--- config.mk ---
export PLATFORM = sky130hd
export DESIGN_NAME = spi_sensor_arbiter_flat
export DESIGN_NICKNAME = d
export VERILOG_FILES = /design/src/rtl/spi_sensor_arbiter_if.sv /design/src/rtl/spi_sensor_arbiter.sv /design/src/flat_wrapper.sv
export SDC_FILE = /design/constraint.sdc
export NUM_CORES = 1
export LEC_CHECK = 0
export CAP_MARGIN = 20
export CORE_AREA = 3 3 175 177
export DETAILED_ROUTE_END_ITERATION = 12
export DIE_AREA = 0 0 178 180
export GPL_TIMING_DRIVEN = 0
export HOLD_SLACK_MARGIN = 0.15
export REMOVE_ABC_BUFFERS = 1
export SETUP_SLACK_MARGIN = 0.5
export SYNTH_ARGS = -nofsm -noshare
export SYNTH_HDL_FRONTEND = slang
export SYNTH_SLANG_ARGS = --single-unit
--- constraint.sdc ---
create_clock -name clk -period 6.3 [get_ports clk]
set_input_delay 0.63 -clock clk [delete_from_list [all_inputs] [get_ports clk]]
set_output_delay 0.63 -clock clk [all_outputs]
set_load 0.02 [all_outputs]
--- src/rtl/spi_sensor_arbiter_if.sv ---
// spi_sensor_arbiter_if: command/response bundle between the arbiter and the shared SPI engine
interface spi_sensor_arbiter_if;
   logic       eng_send;
   logic       eng_rw;
   logic [6:0] eng_reg;
   logic [7:0] eng_wdata;
   logic [7:0] eng_rdata;
   logic       eng_done;
   logic       eng_abort;
   logic [3:0] sel;
   modport master (output eng_send, eng_rw, eng_reg, eng_wdata, eng_abort, sel,
                   input eng_rdata, eng_done);
   modport slave  (input eng_send, eng_rw, eng_reg, eng_wdata, eng_abort, sel,
                   output eng_rdata, eng_done);
endinterface

--- src/rtl/spi_sensor_arbiter.sv ---
// spi_sensor_arbiter: round-robin sharing of one SPI engine among four sensor requesters with watchdog abort
module spi_sensor_arbiter #(
   parameter int          NUM_REQ = 4,
   parameter logic [31:0] TIMEOUT = 32'd20000
) (
   input  logic                   clk,
   input  logic                   reset,
   input  logic [NUM_REQ-1:0]     req,
   input  logic [NUM_REQ-1:0]     req_rw,
   input  logic [7*NUM_REQ-1:0]   req_reg,
   input  logic [8*NUM_REQ-1:0]   req_wdata,
   output logic [8*NUM_REQ-1:0]   req_rdata,
   output logic [NUM_REQ-1:0]     req_done,
   output logic [NUM_REQ-1:0]     req_pending,
   output logic [NUM_REQ-1:0]     req_err,
   input  logic                   err_clr,
   spi_sensor_arbiter_if.master   eng
);
   typedef enum logic [1:0] {IDLE, ISSUE, WAIT, DONE} state_t;
   state_t          state;
   logic [1:0]      grant, last, pick;
   logic [31:0]     wd;
   logic [3:0]      slot_rw;
   logic [3:0][6:0] slot_reg;
   logic [3:0][7:0] slot_wd;
   logic [3:0]      gmask, clr, pend_eff, accept, drop, tout;
   always_comb begin
      pick = last + 2'd1;
      for (int k = 4; k >= 1; k--)
         if (req_pending[last + 2'(k)]) pick = last + 2'(k);
      gmask    = 4'b1 << grant;
      // a completing slot frees up before same-cycle requests are judged
      clr      = (state == DONE) ? gmask : '0;
      pend_eff = req_pending & ~clr;
      accept   = req & ~pend_eff;
      drop     = req & pend_eff;
      tout     = (state == WAIT && wd == TIMEOUT - 32'd1) ? gmask : '0;
   end
   always_ff @(posedge clk) begin
      if (reset) begin
         state         <= IDLE;
         grant         <= '0;
         last          <= 2'd3;
         wd            <= '0;
         slot_rw       <= '0;
         slot_reg      <= '0;
         slot_wd       <= '0;
         req_pending   <= '0;
         req_done      <= '0;
         req_err       <= '0;
         req_rdata     <= '0;
         eng.eng_send  <= 1'b0;
         eng.eng_abort <= 1'b0;
         eng.eng_rw    <= 1'b0;
         eng.eng_reg   <= '0;
         eng.eng_wdata <= '0;
         eng.sel       <= '0;
      end else begin
         req_pending   <= pend_eff | accept;
         req_err       <= (req_err & ~{4{err_clr}}) | drop | tout;
         req_done      <= '0;
         eng.eng_send  <= 1'b0;
         eng.eng_abort <= 1'b0;
         for (int i = 0; i < 4; i++)
            if (accept[i]) begin
               slot_rw[i]  <= req_rw[i];
               slot_reg[i] <= req_reg[7*i +: 7];
               slot_wd[i]  <= req_wdata[8*i +: 8];
            end
         case (state)
            IDLE: if (|req_pending) begin
               grant         <= pick;
               eng.sel       <= 4'b1 << pick;
               eng.eng_rw    <= slot_rw[pick];
               eng.eng_reg   <= slot_reg[pick];
               eng.eng_wdata <= slot_wd[pick];
               eng.eng_send  <= 1'b1;
               state         <= ISSUE;
            end
            ISSUE: begin
               wd    <= '0;
               state <= WAIT;
            end
            WAIT: begin
               wd <= wd + {31'b0, ~&wd};
               // registered one cycle early so the abort lands exactly TIMEOUT after the send
               eng.eng_abort <= (wd == TIMEOUT - 32'd2) && !eng.eng_done;
               if (|tout || eng.eng_done) begin
                  if (~|tout && eng.eng_rw) req_rdata[8*grant +: 8] <= eng.eng_rdata;
                  req_done <= gmask;
                  state    <= DONE;
               end
            end
            DONE: begin
               last          <= grant;
               eng.sel       <= '0;
               eng.eng_rw    <= 1'b0;
               eng.eng_reg   <= '0;
               eng.eng_wdata <= '0;
               state         <= IDLE;
            end
         endcase
      end
   end
endmodule

--- src/flat_wrapper.sv ---
// flat-port wrapper written by rule: the top's interface ports become plain ports
module spi_sensor_arbiter_flat 
#(
   parameter int          NUM_REQ = 4,
   parameter logic [31:0] TIMEOUT = 32'd20000
)
  (clk, reset, req, req_rw, req_reg, req_wdata, req_rdata, req_done, req_pending, req_err, err_clr, eng_eng_send, eng_eng_rw, eng_eng_reg, eng_eng_wdata, eng_eng_abort, eng_sel, eng_eng_rdata, eng_eng_done);
  spi_sensor_arbiter_if eng_i ();
  input  logic clk;
  input  logic reset;
  input  logic [NUM_REQ-1:0] req;
  input  logic [NUM_REQ-1:0] req_rw;
  input  logic [7*NUM_REQ-1:0] req_reg;
  input  logic [8*NUM_REQ-1:0] req_wdata;
  output logic [8*NUM_REQ-1:0] req_rdata;
  output logic [NUM_REQ-1:0] req_done;
  output logic [NUM_REQ-1:0] req_pending;
  output logic [NUM_REQ-1:0] req_err;
  input  logic err_clr;
  output wire logic [$bits(eng_i.eng_send)-1:0] eng_eng_send;
  output wire logic [$bits(eng_i.eng_rw)-1:0] eng_eng_rw;
  output wire logic [$bits(eng_i.eng_reg)-1:0] eng_eng_reg;
  output wire logic [$bits(eng_i.eng_wdata)-1:0] eng_eng_wdata;
  output wire logic [$bits(eng_i.eng_abort)-1:0] eng_eng_abort;
  output wire logic [$bits(eng_i.sel)-1:0] eng_sel;
  input wire logic [$bits(eng_i.eng_rdata)-1:0] eng_eng_rdata;
  input wire logic [$bits(eng_i.eng_done)-1:0] eng_eng_done;
  assign eng_eng_send = eng_i.eng_send;
  assign eng_eng_rw = eng_i.eng_rw;
  assign eng_eng_reg = eng_i.eng_reg;
  assign eng_eng_wdata = eng_i.eng_wdata;
  assign eng_eng_abort = eng_i.eng_abort;
  assign eng_sel = eng_i.sel;
  assign eng_i.eng_rdata = eng_eng_rdata;
  assign eng_i.eng_done = eng_eng_done;
  spi_sensor_arbiter #(.NUM_REQ(NUM_REQ), .TIMEOUT(TIMEOUT)) u_core (.clk(clk), .reset(reset), .req(req), .req_rw(req_rw), .req_reg(req_reg), .req_wdata(req_wdata), .req_rdata(req_rdata), .req_done(req_done), .req_pending(req_pending), .req_err(req_err), .err_clr(err_clr), .eng(eng_i));
endmodule
==> results.md <==
Timing:
- The post-route clock skew is between 0.01 and 0.015 ns.
- The top achievable clock speed is slightly below 0.3 GHz.
- The final-report max-slew violation count is 0.
- Measured against its own limit, the worst slew margin works out to about a third.
- The final hold violation count came to 0.
- Setup repair after global routing left no endpoint under its margin.
- The final cycle utilization of the critical path is a little over half.
- Setup violations remaining at the end of the flow were counted as 0.
- The shortest clock period the worst path allows after layout is between 3 and 4 ns.
- The worst hold slack is roughly 0.45 ns.
- The slew at the pin with the worst max-slew slack is roughly 0.97 ns.

Yosys:
- The synthesized area divided by synthesized cell count is approximately 8.3 um^2.
- The fraction of the yosys area taken by sequential cells is a little under half.
- The synthesized design contains about 170 register bits.
- The leading cell type by number of instances after synthesis is sky130_fd_sc_hd__nand2_1.
- The commonest cells after synthesis are sky130_fd_sc_hd__nand2_1 (204), sky130_fd_sc_hd__dfxtp_1 (168), sky130_fd_sc_hd__a21oi_1 (114), sky130_fd_sc_hd__nor2_1 (46), sky130_fd_sc_hd__clkbuf_1 (40).
- The portion of synthesized cell area occupied by the leading cell type is 46.3%.
- Of all flip-flops after synthesis, the portion carrying an async set or reset was 0%.
- The most used flip-flop cell after synthesis is sky130_fd_sc_hd__dfxtp_1.
- Synthesis handed over a netlist of a little under 900 instances.
- Summing every instance area after synthesis gives 7260 um^2.
- The number of synthesized flops with an enable pin is 0.
- Ranked by total cell area, the synthesized netlist is headed by sky130_fd_sc_hd__dfxtp_1 (46%), sky130_fd_sc_hd__nand2_1 (11%), sky130_fd_sc_hd__a21oi_1 (7.9%).
- The post-synthesis cell type with the largest combined area is sky130_fd_sc_hd__dfxtp_1.
- After synthesis, the netlist uses 51 different library cells.
- For this run, the number of Yosys warnings is 0.

Route:
- The count of nets left with antenna violations once routing finished came out at 0.
- The first routing iteration left 483 violations.
- The final route contains 6478 vias.
- The detailed-router iteration count before antenna repair is 4.
- The average wire per standard cell is 15.3 um.
- The final wirelength is between 20 and 25 mm.
- The ratio of routed vias to standard cells is 4.63.
- The post-detailed-route DRC marker count is 0.

Finish:
- In the final layout, the registers with the most flip-flops are u_core.req_rdata x32, u_core.slot_wd x32, u_core.wd x32.
- The number of antenna diodes in the final layout is 0.
- The post-route netlist has under 10% of its cells at a drive strength greater than 1.
- The finished cells cover 9720 um^2.
- Registers take around 3400 um^2.
- The area growth from synthesis to layout is 33.9%.
- The area of the multi-input gates is about 3600 um^2.
- The layout net count is 1089.
- The layout filler cell count is ~3000.
- The finished layout holds around 1400 standard cells, fillers aside.

Placed design:
- The cell count after placement is 1365.
- The total of buffers placed on input and output ports is approximately 150.
- The HPWL after detailed placement is between 15 and 20 mm.
- The congestion estimate from routability-driven global placement came to ~0.8.
- The placed instances occupy a cell area of about 9000 um^2.

Clocking:
- The clock insertion delay at the later pin of the skew report is around 0.43 ns.
- The number of CTS-inserted buffers is 17.
- TritonCTS built the clock tree.
- The root buffer selected by CTS is sky130_fd_sc_hd__clkbuf_16.
- The number of gates resized after cts is 0.
- The number of buffers inserted by post-CTS setup repair is 0.
- The H-tree was split into 4 levels.
- The number of buffers added to fix hold violations after cts is 0.
- The clock drives 168 sinks.
- The clock-pin transition on the worst setup and hold timing paths is around 0.070 ns.
- The maximum buffer depth of the clock tree is 2.

Floorplanning:
- Pin placement for this block handled 146 I/O pins.
- After floorplanning, the core was sized to cover 29400 um^2.
- The starting utilization of the core area is around 25%.
- The floorplan has 63 rows.
- The total die area is between 30000 and 40000 um^2.
- The die extent in y is about 180 um.
- From left edge to right edge, the die measures around 180 um.

Min path:
- The startpoint of the worst hold path is u_core.slot_rw[1]$_SDFFE_PP0P_.
- The worst hold path terminates at u_core.slot_rw[1]$_SDFFE_PP0P_.
- Counting instances, the worst hold path has a depth of 2.
- The type of the worst min-delay path is reg -> reg.

Worst setup path:
- The endpoint class of the critical path is a flip-flop.
- The worst endpoint required time is about 6.6 ns.
- Measured in cells, the most critical reg-to-reg path has a length of 11.
- The worst-case register-to-register setup slack is slightly below 3 ns.
- In this run the worst path has a maximum fanout of 8.
- The startpoint of the lowest-slack register-to-register path is u_core.wd[12]$_SDFFE_PP0P_.
- By startpoint and endpoint, the worst setup path is classified as reg -> reg.
- The terminus of the critical flop-to-flop path is u_core.wd[30]$_SDFFE_PP0P_.
- STA classifies the critical path startpoint as a flip-flop.
- Data on the critical path arrives at its endpoint at between 3 and 4 ns.

Pwr:
- The static power due to leakage is ~0.0034 uW.
- The worst supply voltage drop on vdd is approximately 0.00019 V.
- For this design the total switching power over the nets is between 800 and 900 uW.
- The proportion of total power due to net switching is 31.7%.
- The power density relative to cell area is 291 nW/um^2.
- Combinational cells account for 21.4% of the total power.
- Per report_power, the sequential group accounts for between 40 and 50% of the total.
- The internal power of the cells totals slightly below 2000 uW.
- The part of the power in the clock network is a little under two fifths.
- The total power is 2830 uW.

GRT:
- The total overflow left after global routing is 0.
- Entering global routing, the biggest net connects between 70 and 80 pins.
- The number of global-route vias before repair came to about 6100.
- The aggregate global-route resource usage is 13.0%.
- The first-pass GRT wire length is about 33 mm.
- The initial antenna violation count was 3.

Run status:
- The flow ran to the end, and the final reports show no timing, DRC or antenna violations.

Run:
- The number of violations of the max-capacitance limit is 0.
## cell families (layout without fill, tap and decap cells)
family          count (synthesis)  after routing  synth area share (%)
compound gates                184            184                  14.4
flops                         168            168                  46.3
buf+inv                        62            197                  3.65
mux                            36             36                  5.02
xor+xnor                       28             28                  3.38
simple gates                  381            381                  24.8
fa+ha+maj                      14             14                  2.41
## per-layer routing
| layer | share of wire, % | global-route usage [%] |
|---|---|---|
| met5 | 0.15 | 0 |
| met4 | 0.98 | 3.14 |
| met2 | 44 | 20.3 |
| met3 | 7.8 | 4.50 |
| met1 | 47 | 17.1 |
## critical path: stages (launching register included)
cell	delay (ns)
sky130_fd_sc_hd__dfxtp_1	0.43
sky130_fd_sc_hd__and4_2	0.26
sky130_fd_sc_hd__nand4_1	0.26
sky130_fd_sc_hd__or3_1	0.43
sky130_fd_sc_hd__or4_1	0.53
sky130_fd_sc_hd__ha_1	0.25
sky130_fd_sc_hd__ha_1	0.24
sky130_fd_sc_hd__and4_1	0.23
sky130_fd_sc_hd__nand4_1	0.30
sky130_fd_sc_hd__nor4_1	0.11
sky130_fd_sc_hd__xnor2_1	0.16
sky130_fd_sc_hd__nor2_1	0.05
## per-stage QoR
step / worst slack [ns] / TNS [ns] / util (%)
6_report: 2.88 / 0 / 33.1
2_1_floorplan: 1.11 / 0 / -
4_1_cts: 2.86 / 0 / 33.0
5_1_grt: 2.65 / 0 / 33.1
3_3_place_gp: -1.56 / -24.98 / 30.5
3_5_place_dp: 2.91 / 0 / 31.0
## power by group through the flow
stage	logic [uW]	clock network (uW)	registers (uW)
6_report	606	1050	1170
5_1_grt	667	1120	1180
4_1_cts	610	1080	1170
3_5_place_dp	609	0	1200
3_3_place_gp	604	0	1190
2_1_floorplan	335	0	1210
## cells in the final DEF, fill, tap and decap left out, drive strengths merged, types with 10 or more instances in the layout
cell,netlist,routed
nand2,204,204
dfxtp,168,168
clkdlybuf4s50,0,144
a21oi,114,114
nor2,46,46
o21ai,37,37
mux2i,36,36
or3,35,35
clkbuf,44,19
xor2,18,18
nand4,16,16
o221ai,16,16
inv,9,16
nand3,14,14
ha,14,14
buf,9,11
xnor2,10,10
nor4,10,10
## area by class of cell
| type | count | area share (%) |
|---|---|---|
| Sequential cell | 168 | 34.6 |
| Clock inverter | 14 | 1.66 |
| Tap cell | 390 | 5.02 |
| Timing Repair Buffer | 156 | 16.4 |
| Inverter | 9 | 0.348 |
| Multi-Input combinational cell | 643 | 37.5 |
| Clock buffer | 18 | 4.41 |
## worst max-delay path by stage
stage,start,end,slack (ns)
6_report,u_core.wd[12]$_SDFFE_PP0P_,u_core.wd[30]$_SDFFE_PP0P_,2.88
5_1_grt,u_core.wd[12]$_SDFFE_PP0P_,u_core.wd[30]$_SDFFE_PP0P_,2.65
4_1_cts,u_core.wd[12]$_SDFFE_PP0P_,u_core.wd[30]$_SDFFE_PP0P_,2.86
3_5_place_dp,u_core.wd[12]$_SDFFE_PP0P_,u_core.wd[30]$_SDFFE_PP0P_,2.91
3_3_place_gp,u_core.req_pending[2]$_SDFF_PP0_,u_core.eng.eng_wdata[2]$_SDFFE_PP0P_,-1.56
2_1_floorplan,u_core.req_pending[2]$_SDFF_PP0_,u_core.eng.eng_reg[0]$_SDFFE_PP0P_,1.11
No activity file was read; power rests on OpenSTA's default activity.
